==> config.mk <==
export PLATFORM = sky130hd
export DESIGN_NAME = pixel_readout_fifo
export DESIGN_NICKNAME = d
export VERILOG_FILES = /design/src/rtl/pixel_readout_fifo.sv
export SDC_FILE = /design/constraint.sdc
export NUM_CORES = 1
export LEC_CHECK = 0
export BUFFER_PORTS_ARGS = -buffer_cell sky130_fd_sc_hd__buf_2
export CAP_MARGIN = 20
export CORE_AREA = 5 5 158 99
export DETAILED_ROUTE_END_ITERATION = 8
export DIE_AREA = 0 0 163 104
export PLACE_DENSITY = 0.72
export SLEW_MARGIN = 10
export SYNTH_ARGS = -nofsm -noshare
export SYNTH_HDL_FRONTEND = slang
export SYNTH_SLANG_ARGS = --single-unit
export TNS_END_PERCENT = 5
==> constraint.sdc <==
create_clock -name clk -period 6.6 [get_ports clk]
set_input_delay 0.66 -clock clk [delete_from_list [all_inputs] [get_ports clk]]
set_output_delay 0.66 -clock clk [all_outputs]
set_load 0.02 [all_outputs]
==> src/rtl/pixel_readout_fifo.sv <==
// -----------------------------------------------------------------------------
// pixel_readout_fifo
//   Buffers pixel words read off the sensor array bus and hands them to a
//   ready/valid consumer. Each entry carries a last-of-row flag, derived from
//   a column counter that follows sensor timing (it advances on every
//   pixelValid, even when the word is dropped).
//   Head data is first-word-fall-through, read straight from storage.
//
// Optional feature macro: PIXEL_BLACK_LEVEL_EN
//   When defined, a blackLevel input is added. The stored word is
//   max(pixelDataIn - blackLevel, 0).
//
// Ports
//   clk          sole clock, rising edge
//   reset        synchronous, active-high
//   blackLevel   [15:0] black level to subtract (PIXEL_BLACK_LEVEL_EN only)
//   pixelDataIn  [15:0] pixel word from the array bus
//   pixelValid   pixelDataIn is valid this cycle
//   outData      [15:0] head-of-FIFO word
//   outValid     FIFO non-empty
//   outReady     consumer accepts; a pop happens when outValid & outReady
//   outLast      head word is the last word of a row
//   overflow     sticky: a word has been dropped since reset
//   fillLevel    entry count, 0..DEPTH
// -----------------------------------------------------------------------------
module pixel_readout_fifo #(
  parameter int DEPTH     = 8,
  parameter int ROW_WORDS = 4
) (
  input  logic                     clk,
  input  logic                     reset,
`ifdef PIXEL_BLACK_LEVEL_EN
  input  logic [15:0]              blackLevel,
`endif
  input  logic [15:0]              pixelDataIn,
  input  logic                     pixelValid,
  output logic [15:0]              outData,
  output logic                     outValid,
  input  logic                     outReady,
  output logic                     outLast,
  output logic                     overflow,
  output logic [$clog2(DEPTH):0]   fillLevel
);

  localparam int PTR_W = $clog2(DEPTH);
  localparam int CNT_W = PTR_W + 1;
  localparam int COL_W = (ROW_WORDS > 1) ? $clog2(ROW_WORDS) : 1;
  localparam logic [CNT_W-1:0] FULL_CNT = CNT_W'(DEPTH);
  localparam logic [COL_W-1:0] COL_LAST = COL_W'(ROW_WORDS - 1);

  // Entry layout: {last, data[15:0]}
  logic [16:0]      r_mem [DEPTH];
  logic [PTR_W-1:0] r_wptr;
  logic [PTR_W-1:0] r_rptr;
  logic [CNT_W-1:0] r_count;
  logic [COL_W-1:0] r_col;
  logic             r_overflow;

  logic             w_full;
  logic             w_empty;
  logic             w_pop;
  logic             w_push;
  logic [15:0]      w_pix;
  logic             w_last;

  assign w_full  = (r_count == FULL_CNT);
  assign w_empty = (r_count == '0);
  // Only a registered entry can pop, so an empty FIFO never bypasses.
  assign w_pop   = !w_empty && outReady;
  // When full, a pop in the same cycle frees the slot the push needs.
  assign w_push  = pixelValid && (!w_full || w_pop);
  assign w_last  = (r_col == COL_LAST);

`ifdef PIXEL_BLACK_LEVEL_EN
  // The subtraction saturates at zero and never wraps.
  assign w_pix = (pixelDataIn > blackLevel) ? (pixelDataIn - blackLevel) : 16'h0000;
`else
  assign w_pix = pixelDataIn;
`endif

  // Storage is not reset. A stale head is masked by outValid.
  always_ff @(posedge clk) begin
    if (w_push && !reset)
      r_mem[r_wptr] <= {w_last, w_pix};
  end

  always_ff @(posedge clk) begin
    if (reset) begin
      r_wptr     <= '0;
      r_rptr     <= '0;
      r_count    <= '0;
      r_col      <= '0;
      r_overflow <= 1'b0;
    end else begin
      // Power-of-two depth lets the pointers wrap naturally.
      if (w_push) r_wptr <= r_wptr + PTR_W'(1);
      if (w_pop)  r_rptr <= r_rptr + PTR_W'(1);

      case ({w_push, w_pop})
        2'b10:   r_count <= r_count + CNT_W'(1);
        2'b01:   r_count <= r_count - CNT_W'(1);
        default: r_count <= r_count;
      endcase

      // Framing follows the sensor: a dropped word still uses a column.
      if (pixelValid)
        r_col <= w_last ? '0 : r_col + COL_W'(1);

      if (pixelValid && !w_push)
        r_overflow <= 1'b1;
    end
  end

  assign outValid  = !w_empty;
  assign outData   = r_mem[r_rptr][15:0];
  assign outLast   = !w_empty && r_mem[r_rptr][16];
  assign overflow  = r_overflow;
  assign fillLevel = r_count;

endmodule

==> impl_metrics.xml <==
<?xml version="1.0" encoding="UTF-8"?>
<metrics>
  <group name="setup_path">
    <metric name="timing.critical_path.from_type" unit="">flop</metric>
    <metric name="worstReg2RegStart" unit="">fillLevel[0]</metric>
    <metric name="critPathRequiredTime" unit="ns">5.94</metric>
    <metric name="worst_setup_end_kind" unit="">output port</metric>
    <metric name="crit_slowest_cell" unit="">mux4_2</metric>
    <metric name="crit_arrival" unit="ns">2.36</metric>
    <metric name="timing.critical_path.fanout_max" unit="">34</metric>
    <metric name="crit_path_cell_trace" unit="">buf_4 &gt; mux4_2 &gt; mux2_2 &gt; buf_2</metric>
    <metric name="cpLargestDelayFamily" unit="">multiplexers</metric>
    <metric name="regToRegEndpoint" unit="">fillLevel[3]</metric>
    <metric name="critical_path.max_stage_delay" unit="ns">0.60</metric>
    <metric name="setup.reg_to_reg.worst_slack" unit="ns">3.99</metric>
    <metric name="path_class" unit="">reg2out</metric>
    <metric name="critical_path.n_buffers_inverters" unit="">2</metric>
    <metric name="crit_path_end" unit="">outData[9]</metric>
    <metric name="critical_path_cell_count" unit="">4</metric>
    <metric name="worst-r2r-cell-count" unit="">8</metric>
  </group>
  <group name="drt">
    <metric name="ant_nets" unit="">0</metric>
    <metric name="met3_length" unit="um">608</metric>
    <metric name="detail_route.wirelength" unit="um">10700</metric>
    <metric name="dr.pass1.iters" unit="">6</metric>
    <metric name="drc" unit="">0</metric>
    <metric name="avgRoutedWirePerCell" unit="um">19.1</metric>
    <metric name="topRoutingLayerUsed" unit="">met5</metric>
    <metric name="dr.first_iter.drc_count" unit="">231</metric>
    <metric name="route.met2.wl" unit="um">5140</metric>
    <metric name="viasPerCell" unit="">5.09</metric>
    <metric name="overall_via_count_from_detail_route" unit="">2842</metric>
    <metric name="met1_length" unit="um">4770</metric>
  </group>
  <group name="floorplan">
    <metric name="dieArea" unit="um^2">17000</metric>
    <metric name="core" unit="um^2">14100</metric>
    <metric name="die-width" unit="um">163</metric>
    <metric name="initial_utilization" unit="%">42.0</metric>
    <metric name="io-pin-count" unit="">43</metric>
    <metric name="rows" unit="">34</metric>
    <metric name="floorplan.die.height" unit="um">104</metric>
  </group>
  <group name="synth">
    <metric name="post_synth_instance_area" unit="um^2">5930</metric>
    <metric name="ys_seq_elements" unit="">152</metric>
    <metric name="postSynth.asyncResetShare" unit="%">0</metric>
    <metric name="ys.flop_type" unit="">edfxtp_1</metric>
    <metric name="synth_enable_flop_cells" unit="">136</metric>
    <metric name="synthDistinctLibCells" unit="">34</metric>
    <metric name="synth.net_count" unit="">319</metric>
    <metric name="ys_seq_area_share" unit="%">74.2</metric>
    <metric name="post_synth_inst_count" unit="">293</metric>
    <metric name="post_synth.cell_area_avg" unit="um^2">20.2</metric>
    <metric name="ys_warn_count" unit="">0</metric>
  </group>
  <group name="clocking">
    <metric name="cts.root.buffer_cell" unit="">clkbuf_16</metric>
    <metric name="holdBufCountCts" unit="">0</metric>
    <metric name="htree_num_levels" unit="">4</metric>
    <metric name="tritoncts" unit="">yes</metric>
    <metric name="cts-buffers-inserted" unit="">17</metric>
    <metric name="clock_path_buffers" unit="">2</metric>
    <metric name="cts.repair.resized" unit="">0</metric>
    <metric name="clkLatencyLatePin" unit="ns">0.41</metric>
    <metric name="clock-sinks" unit="">152</metric>
    <metric name="postCtsSetupBuffers" unit="">0</metric>
    <metric name="cts.clk_slew.worst_paths" unit="ns">0.06</metric>
  </group>
  <group name="layout">
    <metric name="final_nets" unit="">375</metric>
    <metric name="leading_cell_type_in_the_layout_fill_and_taps_excluded" unit="">edfxtp_1</metric>
    <metric name="area.growth.synth_to_final" unit="%">17.2</metric>
    <metric name="commonest_cells_after_routing_fill_and_taps_aside" unit="">edfxtp_1, buf_2, mux4_2, clkbuf_16</metric>
    <metric name="num_antenna_cells" unit="">0</metric>
    <metric name="fin_area" unit="um^2">6950</metric>
    <metric name="drive_gt1_share" unit="%">38.3</metric>
  </group>
  <group name="sta">
    <metric name="rsz_0062_raised_after_global_routing" unit="">false</metric>
    <metric name="finClkSkew" unit="ns">0.00428</metric>
    <metric name="setup-tns-final" unit="ns">0</metric>
    <metric name="final.period_utilization" unit="%">45.7</metric>
    <metric name="timing.final.hold_violations" unit="">0</metric>
    <metric name="maxClockFrequency" unit="GHz">0.332</metric>
    <metric name="relSlewSlack" unit="%">31.5</metric>
    <metric name="tightest_slew" unit="ns">1.03</metric>
    <metric name="report.final.setup_viol" unit="">0</metric>
    <metric name="final_max_slew_viol_count" unit="">0</metric>
    <metric name="fin_crit" unit="ns">3.02</metric>
  </group>
  <group name="placement">
    <metric name="detailed_place.area" unit="um^2">6430</metric>
    <metric name="dp_hpwl" unit="um">6390</metric>
    <metric name="gp_weighted_congestion" unit="">0.804</metric>
    <metric name="port_buffers" unit="">42</metric>
  </group>
  <group name="global_routing">
    <metric name="grt.overflow.total" unit="">0</metric>
    <metric name="grt_antenna_before_repair" unit="">1</metric>
    <metric name="number_of_global_route_vias_before_repair" unit="">2951</metric>
    <metric name="grt_util_all_layers" unit="%">13.3</metric>
    <metric name="grt_pass1_wl" unit="um">16700</metric>
    <metric name="pin_count_of_the_biggest_net_entering_global_routing" unit="">35</metric>
  </group>
  <group name="power_and_ir_drop">
    <metric name="power.density_cell_area" unit="nW/um^2">356</metric>
    <metric name="leakagePower" unit="uW">0.00230</metric>
    <metric name="irDropWorstVdd" unit="mV">0.199</metric>
  </group>
  <group name="hold_path">
    <metric name="worst_hold_path_type" unit="">reg2reg</metric>
    <metric name="hold_path.startpoint" unit="">overflow</metric>
  </group>
  <group name="outcome">
    <metric name="status" unit="">complete, no violations</metric>
  </group>
  <group name="flow_run">
    <metric name="cap_viol_max_count" unit="">0</metric>
  </group>
</metrics>
power breakdown:
group,switching [uW],internal [uW]
sequential,31.9,1090
combinational,279,222
clock,343,508
state kept, by name, indices dropped and copies added, names as in the netlist, named ones only:
signal     count
r_col          2
r_mem        136
r_rptr         3
fillLevel      4
overflow       1
r_wptr         3
worst min-delay path, cell delays in order, from the launching register on:
cell and delay [ns]:
dfxtp_1 0.33, a31oi_1 0.04, nor2_1 0.07
how the worst min path moves through the flow:
stage | to | slack [ns] | cells after the start
global placement | r_rptr[1] | 0.47 | 2
global route | r_mem[4][8] | 0.51 | 1
floorplan | flop | 0.45 | 2
CTS | overflow | 0.49 | 2
detailed placement | overflow | 0.47 | 2
finish | overflow | 0.49 | 2
cells by family (layout without fill, tap and decap cells):
logic type | after synthesis | after routing | synth area share [%]
xor+xnor | 6 | 6 | 0.886
flops | 152 | 152 | 74.2
buf+inv | 20 | 87 | 1.37
compound gates | 15 | 15 | 2.13
mux | 54 | 54 | 16.6
fa+ha+maj | 6 | 6 | 1.39
simple gates | 40 | 40 | 3.37
synth_stat cells, drive strengths merged, types with 3 or more instances:
cell type / number / area [um^2]
xor2: 4 / 35.0
clkbuf: 8 / 30.0
mux4: 34 / 766
mux2i: 4 / 40.0
nand3: 4 / 20.0
mux2: 16 / 180
buf: 7 / 32.5
nor3: 5 / 25.0
nor2: 16 / 60.1
nand2: 6 / 22.5
dfxtp: 16 / 320
ha: 5 / 62.6
edfxtp: 136 / 4080
nor2b: 3 / 18.8
inv: 5 / 18.8
a21oi: 4 / 20.0
through the flow:
step | cells | worst slack [ns] | power [uW] | util (%) | hold WS [ns]
floorplan | 293 | 3.14 | 1510 | - | 0.454
global placement | 528 | 3.99 | 1640 | 45.5 | 0.474
detailed placement | 528 | 3.92 | 1650 | 45.5 | 0.473
CTS | 558 | 3.52 | 2500 | 49.2 | 0.486
global route | 558 | 3.42 | 2590 | 49.2 | 0.512
finish | 558 | 3.58 | 2470 | 49.2 | 0.489
layer usage:
layer / GRT usage [%] / vias up
met5: 0 / -
met4: 5.03 / 2
met3: 4.40 / 16
met2: 20.5 / 61
met1: 17.8 / 1464
li1: - / 1299
layout make-up:
class / instances / area, um^2
clock inverter: 10 / 82.6
tap: 198 / 248
sequential: 152 / 4410
clock buffer: 20 / 437
multi-input combinational: 121 / 1480
fill: 1185 / 7170
inverter: 5 / 18.8
timing repair buffer: 52 / 285
Note: power is estimated with default switching activity, not from simulation.
